[src/rtl/riscv_ctrl_pipe_pkg.sv]
// Shared control encodings and stage-register layouts for the 5-stage RV32I
// control pipeline.
package riscv_ctrl_pipe_pkg;

   localparam logic [1:0] SRC_RD_ALU = 2'b00;
   localparam logic [1:0] SRC_RD_DME = 2'b01;
   localparam logic [1:0] SRC_RD_PC4 = 2'b10;
   localparam logic [1:0] SRC_RD_IMM = 2'b11;

   localparam logic [3:0] ALU_CTRL_ADD  = 4'd0;
   localparam logic [3:0] ALU_CTRL_SUB  = 4'd1;
   localparam logic [3:0] ALU_CTRL_SLL  = 4'd2;
   localparam logic [3:0] ALU_CTRL_SLT  = 4'd3;
   localparam logic [3:0] ALU_CTRL_SLTU = 4'd4;
   localparam logic [3:0] ALU_CTRL_XOR  = 4'd5;
   localparam logic [3:0] ALU_CTRL_SRL  = 4'd6;
   localparam logic [3:0] ALU_CTRL_SRA  = 4'd7;
   localparam logic [3:0] ALU_CTRL_OR   = 4'd8;
   localparam logic [3:0] ALU_CTRL_AND  = 4'd9;

   localparam logic [6:0] OPCODE_LOAD   = 7'b0000011;
   localparam logic [6:0] OPCODE_OP_IMM = 7'b0010011;
   localparam logic [6:0] OPCODE_AUIPC  = 7'b0010111;
   localparam logic [6:0] OPCODE_STORE  = 7'b0100011;
   localparam logic [6:0] OPCODE_OP     = 7'b0110011;
   localparam logic [6:0] OPCODE_LUI    = 7'b0110111;
   localparam logic [6:0] OPCODE_BRANCH = 7'b1100011;
   localparam logic [6:0] OPCODE_JALR   = 7'b1100111;
   localparam logic [6:0] OPCODE_JAL    = 7'b1101111;

   localparam logic [1:0] FWD_SEL_RF  = 2'b00;
   localparam logic [1:0] FWD_SEL_MEM = 2'b01;
   localparam logic [1:0] FWD_SEL_WB  = 2'b10;

   typedef struct packed {
      logic       valid;
      logic [1:0] src_rd;
      logic       src_alu_a;
      logic       src_alu_b;
      logic       reg_wr_en;
      logic       mem_wr_en;
      logic [3:0] alu_ctrl;
      logic [2:0] funct3;
      logic [4:0] rs1;
      logic [4:0] rs2;
      logic [4:0] rd;
   } id_ex_t;

   typedef struct packed {
      logic       valid;
      logic [1:0] src_rd;
      logic       reg_wr_en;
      logic       mem_wr_en;
      logic [2:0] funct3;
      logic [4:0] rd;
   } ex_mem_t;

   typedef struct packed {
      logic       valid;
      logic [1:0] src_rd;
      logic       reg_wr_en;
      logic [4:0] rd;
   } mem_wb_t;

   localparam id_ex_t ID_EX_BUBBLE = '{valid: 1'b0, src_rd: SRC_RD_ALU, src_alu_a: 1'b0,
      src_alu_b: 1'b0, reg_wr_en: 1'b0, mem_wr_en: 1'b0, alu_ctrl: ALU_CTRL_ADD,
      funct3: 3'd0, rs1: 5'd0, rs2: 5'd0, rd: 5'd0};
   localparam ex_mem_t EX_MEM_BUBBLE = '{valid: 1'b0, src_rd: SRC_RD_ALU, reg_wr_en: 1'b0,
      mem_wr_en: 1'b0, funct3: 3'd0, rd: 5'd0};
   localparam mem_wb_t MEM_WB_BUBBLE = '{valid: 1'b0, src_rd: SRC_RD_ALU, reg_wr_en: 1'b0,
      rd: 5'd0};

   // x0 is hard-wired zero, so a write to it never matches a reader.
   function automatic logic wr_match(input logic valid, input logic wr_en,
                                     input logic [4:0] rd, input logic [4:0] rs);
      return valid & wr_en & (rd != 5'd0) & (rd == rs);
   endfunction

endpackage

[src/rtl/riscv_ctrl_pipe_if.sv]
// ID-side control word in, per-stage control and hazard signals out.
interface riscv_ctrl_pipe_if;
   logic       i_id_valid;
   logic [1:0] i_id_src_rd;
   logic       i_id_src_alu_a;
   logic       i_id_src_alu_b;
   logic       i_id_reg_wr_en;
   logic       i_id_mem_wr_en;
   logic [3:0] i_id_alu_ctrl;
   logic [2:0] i_id_funct3;
   logic [4:0] i_id_rs1;
   logic [4:0] i_id_rs2;
   logic [4:0] i_id_rd;
   logic       i_id_rs1_use;
   logic       i_id_rs2_use;
   logic       i_flush;
   logic       o_stall;
   logic       o_ex_src_alu_a;
   logic       o_ex_src_alu_b;
   logic [3:0] o_ex_alu_ctrl;
   logic [2:0] o_ex_funct3;
   logic [4:0] o_ex_rs1;
   logic [4:0] o_ex_rs2;
   logic       o_ex_valid;
   logic       o_mem_mem_wr_en;
   logic [2:0] o_mem_funct3;
   logic [1:0] o_mem_src_rd;
   logic       o_mem_valid;
   logic       o_wb_reg_wr_en;
   logic [1:0] o_wb_src_rd;
   logic [4:0] o_wb_rd;
   logic       o_wb_valid;
   logic [1:0] o_fwd_a;
   logic [1:0] o_fwd_b;

   modport master (
      output i_id_valid, i_id_src_rd, i_id_src_alu_a, i_id_src_alu_b, i_id_reg_wr_en,
             i_id_mem_wr_en, i_id_alu_ctrl, i_id_funct3, i_id_rs1, i_id_rs2, i_id_rd,
             i_id_rs1_use, i_id_rs2_use, i_flush,
      input  o_stall, o_ex_src_alu_a, o_ex_src_alu_b, o_ex_alu_ctrl, o_ex_funct3, o_ex_rs1,
             o_ex_rs2, o_ex_valid, o_mem_mem_wr_en, o_mem_funct3, o_mem_src_rd, o_mem_valid,
             o_wb_reg_wr_en, o_wb_src_rd, o_wb_rd, o_wb_valid, o_fwd_a, o_fwd_b
   );

   modport slave (
      input  i_id_valid, i_id_src_rd, i_id_src_alu_a, i_id_src_alu_b, i_id_reg_wr_en,
             i_id_mem_wr_en, i_id_alu_ctrl, i_id_funct3, i_id_rs1, i_id_rs2, i_id_rd,
             i_id_rs1_use, i_id_rs2_use, i_flush,
      output o_stall, o_ex_src_alu_a, o_ex_src_alu_b, o_ex_alu_ctrl, o_ex_funct3, o_ex_rs1,
             o_ex_rs2, o_ex_valid, o_mem_mem_wr_en, o_mem_funct3, o_mem_src_rd, o_mem_valid,
             o_wb_reg_wr_en, o_wb_src_rd, o_wb_rd, o_wb_valid, o_fwd_a, o_fwd_b
   );
endinterface

[src/rtl/riscv_fwd_sel.sv]
// EX operand source select for one register operand; MEM beats WB because
// it holds the younger write.
module riscv_fwd_sel
   import riscv_ctrl_pipe_pkg::*;
#(
   parameter bit FWD_EN = 1'b1
) (
   input  logic [4:0] i_rs,
   input  logic       i_mem_valid,
   input  logic       i_mem_wr_en,
   input  logic [4:0] i_mem_rd,
   input  logic       i_wb_valid,
   input  logic       i_wb_wr_en,
   input  logic [4:0] i_wb_rd,
   output logic [1:0] o_sel
);

   always_comb begin
      // NOTE: o_sel gets its default before any branch so every path assigns it and no latch is inferred.
      o_sel = FWD_SEL_RF;
      if (FWD_EN) begin
         if (wr_match(i_mem_valid, i_mem_wr_en, i_mem_rd, i_rs)) begin
            o_sel = FWD_SEL_MEM;
         end else if (wr_match(i_wb_valid, i_wb_wr_en, i_wb_rd, i_rs)) begin
            o_sel = FWD_SEL_WB;
         end
      end
   end

endmodule

[src/rtl/riscv_ctrl_pipe.sv]
// Control pipeline (ID/EX, EX/MEM, MEM/WB) with load-use stall, flush and
// EX-stage forwarding selects.
module riscv_ctrl_pipe
   import riscv_ctrl_pipe_pkg::*;
#(
   parameter bit FWD_EN = 1'b1
) (
   input logic              i_clk,
   input logic              i_rst,
   riscv_ctrl_pipe_if.slave ctrl
);

   id_ex_t     r_ex;
   ex_mem_t    r_mem;
   mem_wb_t    r_wb;
   id_ex_t     w_id;
   logic       w_rs1_ex, w_rs2_ex, w_rs1_mem, w_rs2_mem;
   logic       w_load_use, w_raw, w_stall;
   logic [1:0] w_fwd_a, w_fwd_b;

   assign w_id = '{valid: ctrl.i_id_valid, src_rd: ctrl.i_id_src_rd,
      src_alu_a: ctrl.i_id_src_alu_a, src_alu_b: ctrl.i_id_src_alu_b,
      reg_wr_en: ctrl.i_id_reg_wr_en & ctrl.i_id_valid,
      mem_wr_en: ctrl.i_id_mem_wr_en & ctrl.i_id_valid,
      alu_ctrl: ctrl.i_id_alu_ctrl, funct3: ctrl.i_id_funct3,
      rs1: ctrl.i_id_rs1, rs2: ctrl.i_id_rs2, rd: ctrl.i_id_rd};

   assign w_rs1_ex  = ctrl.i_id_rs1_use & wr_match(r_ex.valid, r_ex.reg_wr_en, r_ex.rd, ctrl.i_id_rs1);
   assign w_rs2_ex  = ctrl.i_id_rs2_use & wr_match(r_ex.valid, r_ex.reg_wr_en, r_ex.rd, ctrl.i_id_rs2);
   assign w_rs1_mem = ctrl.i_id_rs1_use & wr_match(r_mem.valid, r_mem.reg_wr_en, r_mem.rd, ctrl.i_id_rs1);
   assign w_rs2_mem = ctrl.i_id_rs2_use & wr_match(r_mem.valid, r_mem.reg_wr_en, r_mem.rd, ctrl.i_id_rs2);

   // WB is never a hazard source: the register file writes before it is read.
   assign w_load_use = (r_ex.src_rd == SRC_RD_DME) & (w_rs1_ex | w_rs2_ex);
   assign w_raw      = w_rs1_ex | w_rs2_ex | w_rs1_mem | w_rs2_mem;
   assign w_stall    = ctrl.i_id_valid & ~ctrl.i_flush & (FWD_EN ? w_load_use : w_raw);

   // NOTE: sequential state uses non-blocking assignments so all three stages shift on the same edge.
   always_ff @(posedge i_clk or posedge i_rst) begin
      if (i_rst) begin
         r_ex  <= ID_EX_BUBBLE;
         r_mem <= EX_MEM_BUBBLE;
         r_wb  <= MEM_WB_BUBBLE;
      end else begin
         r_ex  <= (ctrl.i_flush | w_stall) ? ID_EX_BUBBLE : w_id;
         r_mem <= '{valid: r_ex.valid, src_rd: r_ex.src_rd, reg_wr_en: r_ex.reg_wr_en,
                    mem_wr_en: r_ex.mem_wr_en, funct3: r_ex.funct3, rd: r_ex.rd};
         r_wb  <= '{valid: r_mem.valid, src_rd: r_mem.src_rd, reg_wr_en: r_mem.reg_wr_en,
                    rd: r_mem.rd};
      end
   end

   riscv_fwd_sel #(.FWD_EN(FWD_EN)) u_fwd_a (
      .i_rs(r_ex.rs1), .i_mem_valid(r_mem.valid), .i_mem_wr_en(r_mem.reg_wr_en),
      .i_mem_rd(r_mem.rd), .i_wb_valid(r_wb.valid), .i_wb_wr_en(r_wb.reg_wr_en),
      .i_wb_rd(r_wb.rd), .o_sel(w_fwd_a));

   riscv_fwd_sel #(.FWD_EN(FWD_EN)) u_fwd_b (
      .i_rs(r_ex.rs2), .i_mem_valid(r_mem.valid), .i_mem_wr_en(r_mem.reg_wr_en),
      .i_mem_rd(r_mem.rd), .i_wb_valid(r_wb.valid), .i_wb_wr_en(r_wb.reg_wr_en),
      .i_wb_rd(r_wb.rd), .o_sel(w_fwd_b));

   assign ctrl.o_stall         = w_stall;
   assign ctrl.o_fwd_a         = w_fwd_a;
   assign ctrl.o_fwd_b         = w_fwd_b;
   assign ctrl.o_ex_src_alu_a  = r_ex.src_alu_a;
   assign ctrl.o_ex_src_alu_b  = r_ex.src_alu_b;
   assign ctrl.o_ex_alu_ctrl   = r_ex.alu_ctrl;
   assign ctrl.o_ex_funct3     = r_ex.funct3;
   assign ctrl.o_ex_rs1        = r_ex.rs1;
   assign ctrl.o_ex_rs2        = r_ex.rs2;
   assign ctrl.o_ex_valid      = r_ex.valid;
   assign ctrl.o_mem_mem_wr_en = r_mem.mem_wr_en;
   assign ctrl.o_mem_funct3    = r_mem.funct3;
   assign ctrl.o_mem_src_rd    = r_mem.src_rd;
   assign ctrl.o_mem_valid     = r_mem.valid;
   assign ctrl.o_wb_reg_wr_en  = r_wb.reg_wr_en;
   assign ctrl.o_wb_src_rd     = r_wb.src_rd;
   assign ctrl.o_wb_rd         = r_wb.rd;
   assign ctrl.o_wb_valid      = r_wb.valid;

endmodule

[src/flat_wrapper.sv]
// flat-port wrapper written by rule: the top's interface ports become plain ports
module riscv_ctrl_pipe_flat import riscv_ctrl_pipe_pkg::*;
#(
   parameter bit FWD_EN = 1'b1
)
  (i_clk, i_rst, ctrl_i_id_valid, ctrl_i_id_src_rd, ctrl_i_id_src_alu_a, ctrl_i_id_src_alu_b, ctrl_i_id_reg_wr_en, ctrl_i_id_mem_wr_en, ctrl_i_id_alu_ctrl, ctrl_i_id_funct3, ctrl_i_id_rs1, ctrl_i_id_rs2, ctrl_i_id_rd, ctrl_i_id_rs1_use, ctrl_i_id_rs2_use, ctrl_i_flush, ctrl_o_stall, ctrl_o_ex_src_alu_a, ctrl_o_ex_src_alu_b, ctrl_o_ex_alu_ctrl, ctrl_o_ex_funct3, ctrl_o_ex_rs1, ctrl_o_ex_rs2, ctrl_o_ex_valid, ctrl_o_mem_mem_wr_en, ctrl_o_mem_funct3, ctrl_o_mem_src_rd, ctrl_o_mem_valid, ctrl_o_wb_reg_wr_en, ctrl_o_wb_src_rd, ctrl_o_wb_rd, ctrl_o_wb_valid, ctrl_o_fwd_a, ctrl_o_fwd_b);
  riscv_ctrl_pipe_if ctrl_i ();
  input logic i_clk;
  input logic i_rst;
  input wire logic [$bits(ctrl_i.i_id_valid)-1:0] ctrl_i_id_valid;
  input wire logic [$bits(ctrl_i.i_id_src_rd)-1:0] ctrl_i_id_src_rd;
  input wire logic [$bits(ctrl_i.i_id_src_alu_a)-1:0] ctrl_i_id_src_alu_a;
  input wire logic [$bits(ctrl_i.i_id_src_alu_b)-1:0] ctrl_i_id_src_alu_b;
  input wire logic [$bits(ctrl_i.i_id_reg_wr_en)-1:0] ctrl_i_id_reg_wr_en;
  input wire logic [$bits(ctrl_i.i_id_mem_wr_en)-1:0] ctrl_i_id_mem_wr_en;
  input wire logic [$bits(ctrl_i.i_id_alu_ctrl)-1:0] ctrl_i_id_alu_ctrl;
  input wire logic [$bits(ctrl_i.i_id_funct3)-1:0] ctrl_i_id_funct3;
  input wire logic [$bits(ctrl_i.i_id_rs1)-1:0] ctrl_i_id_rs1;
  input wire logic [$bits(ctrl_i.i_id_rs2)-1:0] ctrl_i_id_rs2;
  input wire logic [$bits(ctrl_i.i_id_rd)-1:0] ctrl_i_id_rd;
  input wire logic [$bits(ctrl_i.i_id_rs1_use)-1:0] ctrl_i_id_rs1_use;
  input wire logic [$bits(ctrl_i.i_id_rs2_use)-1:0] ctrl_i_id_rs2_use;
  input wire logic [$bits(ctrl_i.i_flush)-1:0] ctrl_i_flush;
  output wire logic [$bits(ctrl_i.o_stall)-1:0] ctrl_o_stall;
  output wire logic [$bits(ctrl_i.o_ex_src_alu_a)-1:0] ctrl_o_ex_src_alu_a;
  output wire logic [$bits(ctrl_i.o_ex_src_alu_b)-1:0] ctrl_o_ex_src_alu_b;
  output wire logic [$bits(ctrl_i.o_ex_alu_ctrl)-1:0] ctrl_o_ex_alu_ctrl;
  output wire logic [$bits(ctrl_i.o_ex_funct3)-1:0] ctrl_o_ex_funct3;
  output wire logic [$bits(ctrl_i.o_ex_rs1)-1:0] ctrl_o_ex_rs1;
  output wire logic [$bits(ctrl_i.o_ex_rs2)-1:0] ctrl_o_ex_rs2;
  output wire logic [$bits(ctrl_i.o_ex_valid)-1:0] ctrl_o_ex_valid;
  output wire logic [$bits(ctrl_i.o_mem_mem_wr_en)-1:0] ctrl_o_mem_mem_wr_en;
  output wire logic [$bits(ctrl_i.o_mem_funct3)-1:0] ctrl_o_mem_funct3;
  output wire logic [$bits(ctrl_i.o_mem_src_rd)-1:0] ctrl_o_mem_src_rd;
  output wire logic [$bits(ctrl_i.o_mem_valid)-1:0] ctrl_o_mem_valid;
  output wire logic [$bits(ctrl_i.o_wb_reg_wr_en)-1:0] ctrl_o_wb_reg_wr_en;
  output wire logic [$bits(ctrl_i.o_wb_src_rd)-1:0] ctrl_o_wb_src_rd;
  output wire logic [$bits(ctrl_i.o_wb_rd)-1:0] ctrl_o_wb_rd;
  output wire logic [$bits(ctrl_i.o_wb_valid)-1:0] ctrl_o_wb_valid;
  output wire logic [$bits(ctrl_i.o_fwd_a)-1:0] ctrl_o_fwd_a;
  output wire logic [$bits(ctrl_i.o_fwd_b)-1:0] ctrl_o_fwd_b;
  assign ctrl_i.i_id_valid = ctrl_i_id_valid;
  assign ctrl_i.i_id_src_rd = ctrl_i_id_src_rd;
  assign ctrl_i.i_id_src_alu_a = ctrl_i_id_src_alu_a;
  assign ctrl_i.i_id_src_alu_b = ctrl_i_id_src_alu_b;
  assign ctrl_i.i_id_reg_wr_en = ctrl_i_id_reg_wr_en;
  assign ctrl_i.i_id_mem_wr_en = ctrl_i_id_mem_wr_en;
  assign ctrl_i.i_id_alu_ctrl = ctrl_i_id_alu_ctrl;
  assign ctrl_i.i_id_funct3 = ctrl_i_id_funct3;
  assign ctrl_i.i_id_rs1 = ctrl_i_id_rs1;
  assign ctrl_i.i_id_rs2 = ctrl_i_id_rs2;
  assign ctrl_i.i_id_rd = ctrl_i_id_rd;
  assign ctrl_i.i_id_rs1_use = ctrl_i_id_rs1_use;
  assign ctrl_i.i_id_rs2_use = ctrl_i_id_rs2_use;
  assign ctrl_i.i_flush = ctrl_i_flush;
  assign ctrl_o_stall = ctrl_i.o_stall;
  assign ctrl_o_ex_src_alu_a = ctrl_i.o_ex_src_alu_a;
  assign ctrl_o_ex_src_alu_b = ctrl_i.o_ex_src_alu_b;
  assign ctrl_o_ex_alu_ctrl = ctrl_i.o_ex_alu_ctrl;
  assign ctrl_o_ex_funct3 = ctrl_i.o_ex_funct3;
  assign ctrl_o_ex_rs1 = ctrl_i.o_ex_rs1;
  assign ctrl_o_ex_rs2 = ctrl_i.o_ex_rs2;
  assign ctrl_o_ex_valid = ctrl_i.o_ex_valid;
  assign ctrl_o_mem_mem_wr_en = ctrl_i.o_mem_mem_wr_en;
  assign ctrl_o_mem_funct3 = ctrl_i.o_mem_funct3;
  assign ctrl_o_mem_src_rd = ctrl_i.o_mem_src_rd;
  assign ctrl_o_mem_valid = ctrl_i.o_mem_valid;
  assign ctrl_o_wb_reg_wr_en = ctrl_i.o_wb_reg_wr_en;
  assign ctrl_o_wb_src_rd = ctrl_i.o_wb_src_rd;
  assign ctrl_o_wb_rd = ctrl_i.o_wb_rd;
  assign ctrl_o_wb_valid = ctrl_i.o_wb_valid;
  assign ctrl_o_fwd_a = ctrl_i.o_fwd_a;
  assign ctrl_o_fwd_b = ctrl_i.o_fwd_b;
  riscv_ctrl_pipe #(.FWD_EN(FWD_EN)) u_core (.i_clk(i_clk), .i_rst(i_rst), .ctrl(ctrl_i));
endmodule
[config.mk]
export PLATFORM = sky130hd
export DESIGN_NAME = riscv_ctrl_pipe_flat
export DESIGN_NICKNAME = d
export VERILOG_FILES = /design/src/rtl/riscv_ctrl_pipe_pkg.sv /design/src/rtl/riscv_ctrl_pipe_if.sv /design/src/rtl/riscv_fwd_sel.sv /design/src/rtl/riscv_ctrl_pipe.sv /design/src/flat_wrapper.sv
export SDC_FILE = /design/constraint.sdc
export NUM_CORES = 1
export LEC_CHECK = 0
export ABC_AREA = 1
export CAP_MARGIN = 15
export CORE_MARGIN = 2
export CORE_UTILIZATION = 34
export DETAILED_ROUTE_END_ITERATION = 8
export PLACE_DENSITY_LB_ADDON = 0.15
export SLEW_MARGIN = 40
export SYNTH_ARGS = -nofsm -noshare
export SYNTH_HDL_FRONTEND = slang
export SYNTH_SLANG_ARGS = --single-unit
[constraint.sdc]
create_clock -name i_clk -period 3.45 [get_ports i_clk]
set_clock_uncertainty 0.2 [all_clocks]
set_input_delay 0.8625 -clock i_clk [delete_from_list [all_inputs] [get_ports i_clk]]
set_output_delay 0.8625 -clock i_clk [all_outputs]
set_load 0.05 [all_outputs]
; Word-level counts from Yosys, hierarchy flattened
; Cells that the tools add are included.
[word_totals]
register_bits = 51
inputBits = 34
elab_cells = 58
[classes]
n_eq_ne = 7
n_mux = 5
bitwise = 22
n_reduce_logical = 3
[op_table]
columns = op, count
row1 = $eq 5x5->1, 6
row2 = $mux 29, 1
row3 = $and 1x1->1, 19
row4 = $reduce_bool 5->1, 3
row5 = $mux 2, 4
row6 = $eq 2x1->1 const B, 1
row7 = $or 1x1->1, 2
row8 = $not 1->1, 1

; Depth between registers and ports, before layout
[logic_depth]
ltp_word = 9
depth_mapped = 10
ltp_nobuf = 9

; Cells and area by module
; Synthesis repeated with hierarchy kept, for this count alone.
[hier_totals]
hier_cells = 289
area_unflattened_um2 = 2339.7
[modules_own_cells]
columns = mod, n_inst, cells_per_inst, area_each_um2, seq_area_each_um2
row1 = riscv_ctrl_pipe, 1, 189, 1914.3, 1276.2
row2 = riscv_fwd_sel, 2, 50, 212.7, 0.0

; Worst setup path after synthesis
; Ideal clock, no wire load.
[synth_timing]
path_type = reg2out
start = reg u_core.r_mem, in the netlist u_core.ctrl.o_mem_valid
end = out ctrl_o_fwd_b[1]
arrival_time_ns = 2.504
slack_ns = -0.116
stages_incl_launch_ff = 4
path_buffers = 0
cell_sequence = dfrtp_1 -> nand3_1 -> nor3_1 -> nor2_1
[synth_between]
elab_chain_cells = 4
[synth_rtl]
columns = element, line_no
row1 = start: declaration, riscv_ctrl_pipe.sv:14  ; ex_mem_t r_mem;
row2 = start signal: assignment, riscv_ctrl_pipe.sv:46  ; r_mem <= '{valid: r_ex.valid, src_rd: r_ex.src_rd, reg_wr_en: r_ex.reg_wr_en,
row3 = $and 1x1->1 (2 in a row), --
row4 = $and 1x1->1, riscv_ctrl_pipe_pkg.sv:76  ; return valid & wr_en & (rd != 5'd0) & (rd == rs);
row5 = $mux 2, riscv_fwd_sel.sv:22  ; if (wr_match(i_mem_valid, i_mem_wr_en, i_mem_rd, i_rs)) begin
row6 = end: declaration, flat_wrapper.sv:41  ; output wire logic [$bits(ctrl_i.o_fwd_b)-1:0] ctrl_o_fwd_b;
; No other way between the ends.

; Final worst setup path
[layout_timing]
start = in ctrl_i_id_valid
end = out ctrl_o_stall
[layout_between]
elab_chain_cells = 2
[layout_rtl]
columns = element, line_no
row1 = start: declaration, flat_wrapper.sv:10  ; input wire logic [$bits(ctrl_i.i_id_valid)-1:0] ctrl_i_id_valid;
row2 = $and 1x1->1 (2 in a row), riscv_ctrl_pipe.sv:36  ; assign w_stall = ctrl.i_id_valid & ~ctrl.i_flush & (FWD_EN ? w_load_use : w_raw);
row3 = end: declaration, flat_wrapper.sv:24  ; output wire logic [$bits(ctrl_i.o_stall)-1:0] ctrl_o_stall;
; No other way between the ends.

==> flow_metrics.py <==
metrics = {
    "routing": {
        "ant_nets": 0,
        "drc": 0,
        "drt-initial-drc-count": 40,
        "dr.pass1.iters": 4,
        "vias_per_cell": 4.10,
        "wirelength_um": 4120,
        "drt-wirelength-per-cell_um": 11.3,
        "via_count": 1497,
    },
    "placement": {
        "portBuffers": 74,
        "post-dp-hpwl_um": 3170,
        "dpl_worst_slack_ns": 0.0990,
        "place_area_um2": 2850,
        "routabilityCongestion": 0.842,
    },
    "cells_and_area": {
        "design_area_um2": 2950,
        "drive_above_1_share_pct": 5.56,
        "area_growth_pct": 35.2,
        "fill_cells": 622,
        "nets": 321,
        "diodes": 0,
    },
    "timing": {
        "hold_violations": 0,
        "setup_viol": 0,
        "rsz0062_at_grt": "false",
        "min_period_ns": 3.26,
        "tightest_slew_ns": 0.629,
        "post-route-period-util_pct": 94.5,
        "clock.fmax_ghz": 0.307,
        "slew_headroom_pct": 58.1,
        "slew_viol_final": 0,
        "fin_ws_ns": 0.189,
    },
    "logic_synthesis": {
        "syn_nets": 263,
        "synthCells": 229,
        "syn_area_um2": 2180,
        "yosys.cell_types.count": 15,
        "ys_ff_latch": 51,
        "seq_area_frac_synth_pct": 58.5,
        "synth.avg_cell_area_um2": 9.53,
        "ys_warn_count": 0,
    },
    "critical_path": {
        "crit_start": "ctrl_i_id_valid",
        "end_kind": "output port",
        "worstSetupPathType": "in -> out",
        "crit_fanout": 3,
        "path_cells": "clkdlybuf4s50_1 -> inv_1 -> nor2_2 -> nand4_1 -> a21oi_1 -> nand2_2 -> inv_1 -> buf_12",
        "cp_top_family": "buffers and inverters",
        "required_ns": 2.39,
        "cp_slowest_cell": "clkdlybuf4s50_1",
        "slowest_delay_ns": 0.46,
        "crit_buf_inv": 4,
        "crit_top_cell": "inv_1",
        "cp.arrival_ns": 2.20,
        "r2r_start": "u_core.r_ex[2]",
        "reg2reg_slack_ns": 1.81,
        "start_kind": "input pin",
    },
    "floorplan": {
        "num_rows": 29,
        "die_w_um": 84.1,
        "ios": 75,
        "die_area_um2": 7070,
        "die_h_um": 84.1,
        "coreArea_um2": 6280,
        "floorplan.initialDensity_pct": 34.8,
    },
    "cts": {
        "cts_tree": "built",
        "cts.sinks": 51,
        "postCtsHoldBufs": 0,
        "cts_buffers": 5,
        "cts.htree.levels": 2,
        "clk_pin_slew_ns": 0.09,
        "clock_path_buffers": 2,
        "clock_latency_ns": 0.30,
        "cts_root_buf": "clkbuf_8",
    },
    "global_routing": {
        "grt_max_degree": 52,
        "grtUsageTotal_pct": 12.5,
        "grt_pass1_vias": 1512,
        "antenna_found_initial": 0,
        "grt_pass1_wl_um": 7000,
        "grt_overflow_total": 0,
    },
    "pwr": {
        "power_switching_share_pct": 28.9,
        "p_per_area_nw_per_um2": 424,
        "pwr-share-comb_pct": 19.0,
        "switchingPower_uw": 361,
        "p_seq_share_pct": 52.2,
        "power.clock.fraction_pct": 28.8,
        "p_int_uw": 889,
        "totalPowerFinal_mw": 1.25,
        "p_leak_nw": 1.46,
        "vdd_drop_max_mv": 0.194,
    },
    "job": {
        "drv_cap": 0,
    },
    "run_status": {
        "status": "complete, no violations",
    },
    "hold_path": {
        "hp-start": "u_core.r_ex[22]",
        "hold_class": "reg -> reg",
    },
}
[synth_stat cells (all sizes together)]
cell type   n  share of area (%)
buf        24                8.6
a21oi       1               0.23
nand4       4                1.1
nand3       5                1.1
nand2      36                6.7
nor3        6                1.4
inv        36                6.2
dfrtp      51                 58
nor2       46                8.1
xnor2      12                4.8
xor2        8                3.2
[stage by stage]
stage / util [%] / cells / hold slack, ns / setup TNS [ns]
floorplan: - / 229 / 0.131 / -0.222
global placement: 45.4 / 357 / 0.137 / 0
detailed placement: 45.4 / 357 / 0.139 / 0
CTS: 47.0 / 365 / 0.161 / 0
global route: 47.0 / 365 / 0.173 / 0
finish: 47.0 / 365 / 0.160 / 0
[final timing paths]
| kind | to | cells past startpoint |
|---|---|---|
| max | ctrl_o_stall | 8 |
| min in group asynchronous | u_core.ctrl.o_mem_funct3[1] | 3 |
| max reg2reg | u_core.ctrl.o_ex_alu_ctrl[1] | 9 |
| max in group asynchronous | u_core.r_ex[0] | 3 |
| min | u_core.ctrl.o_mem_mem_wr_en | 0 |
| min reg2reg | u_core.ctrl.o_mem_mem_wr_en | 0 |
[per-layer routing]
layer  GRT usage [%]  routed length, um  vias up
met2            20.7               1990       46
met1            15.6               1820      675
met3            3.66                242        7
met5               0                  0        -
li1                -                  -      769
met4            4.84                 63        0
[timing repair]
item	4_1_cts	5_1_grt
endpoints found under the hold margin	0	0
endpoints found under the setup margin	0	1
gates resized for setup	0	1
buffers inserted	0	0
[cell families after synthesis]
| logic type | Yosys count | share of synthesized area (%) |
|---|---|---|
| compound gates | 1 | 0.229 |
| xor+xnor | 20 | 8.03 |
| buf+inv | 60 | 14.8 |
| flops | 51 | 58.5 |
| simple gates | 97 | 18.5 |
[final cells by class]
cell class	count	area, um^2	area share [%]
Clock buffer	6	82.6	2.80
Clock inverter	2	16.3	0.551
Inverter	36	135	4.58
Multi-Input combinational cell	118	586	19.8
Sequential cell	51	1280	43.3
Tap cell	77	96.3	3.27
Timing Repair Buffer	75	758	25.7
[power by group through the flow]
stage | logic, mW | clock network [mW] | registers (mW)
after floorplan | 0.137 | 0 | 0.688
after global placement | 0.240 | 0 | 0.665
after detailed placement | 0.241 | 0 | 0.666
after CTS | 0.241 | 0.372 | 0.654
after global routing | 0.256 | 0.400 | 0.658
final | 0.237 | 0.360 | 0.653
[worst register-to-register path: stages (launching register included)]
cell and delay [ns]:
dfrtp_1 0.43, inv_1 0.07, nand2_1 0.06, nand2_1 0.05, nor2_1 0.13, nand3_1 0.09, nand2_1 0.07, nand2_2 0.08
nand2_4 0.26, nor2_1 0.10
[flip-flops by register name, summed over array words and instances (netlist names)]
name and flops:
u_core.ctrl.o_ex_alu_ctrl 4, u_core.ctrl.o_ex_funct3 3, u_core.ctrl.o_ex_rs1 5, u_core.ctrl.o_ex_rs2 5, u_core.ctrl.o_ex_src_alu_a 1, u_core.ctrl.o_ex_src_alu_b 1, u_core.ctrl.o_ex_valid 1, u_core.ctrl.o_mem_funct3 3
u_core.ctrl.o_mem_mem_wr_en 1, u_core.ctrl.o_mem_src_rd 2, u_core.ctrl.o_mem_valid 1, u_core.ctrl.o_wb_rd 5, u_core.ctrl.o_wb_reg_wr_en 1, u_core.ctrl.o_wb_src_rd 2, u_core.ctrl.o_wb_valid 1, u_core.r_ex 9
u_core.r_mem 6
[placed cells by master, fill, tap and decap left out]
| master | count |
|---|---|
| clkdlybuf4s50_1 | 73 |
| dfrtp_1 | 51 |
| nor2_1 | 43 |
| inv_1 | 35 |
| nand2_1 | 34 |
| xnor2_1 | 12 |
| xor2_1 | 8 |
| nor3_1 | 6 |
| clkbuf_8 | 6 |
| nand3_1 | 5 |
| nand4_1 | 4 |
| nor2_2 | 3 |
| a21oi_1 | 1 |
| nand2_2 | 1 |
| nand2_4 | 1 |
| inv_2 | 1 |
| clkinvlp_4 | 1 |
| clkinv_4 | 1 |
| buf_12 | 1 |
| buf_4 | 1 |
Note: power is estimated with default switching activity, not from simulation.
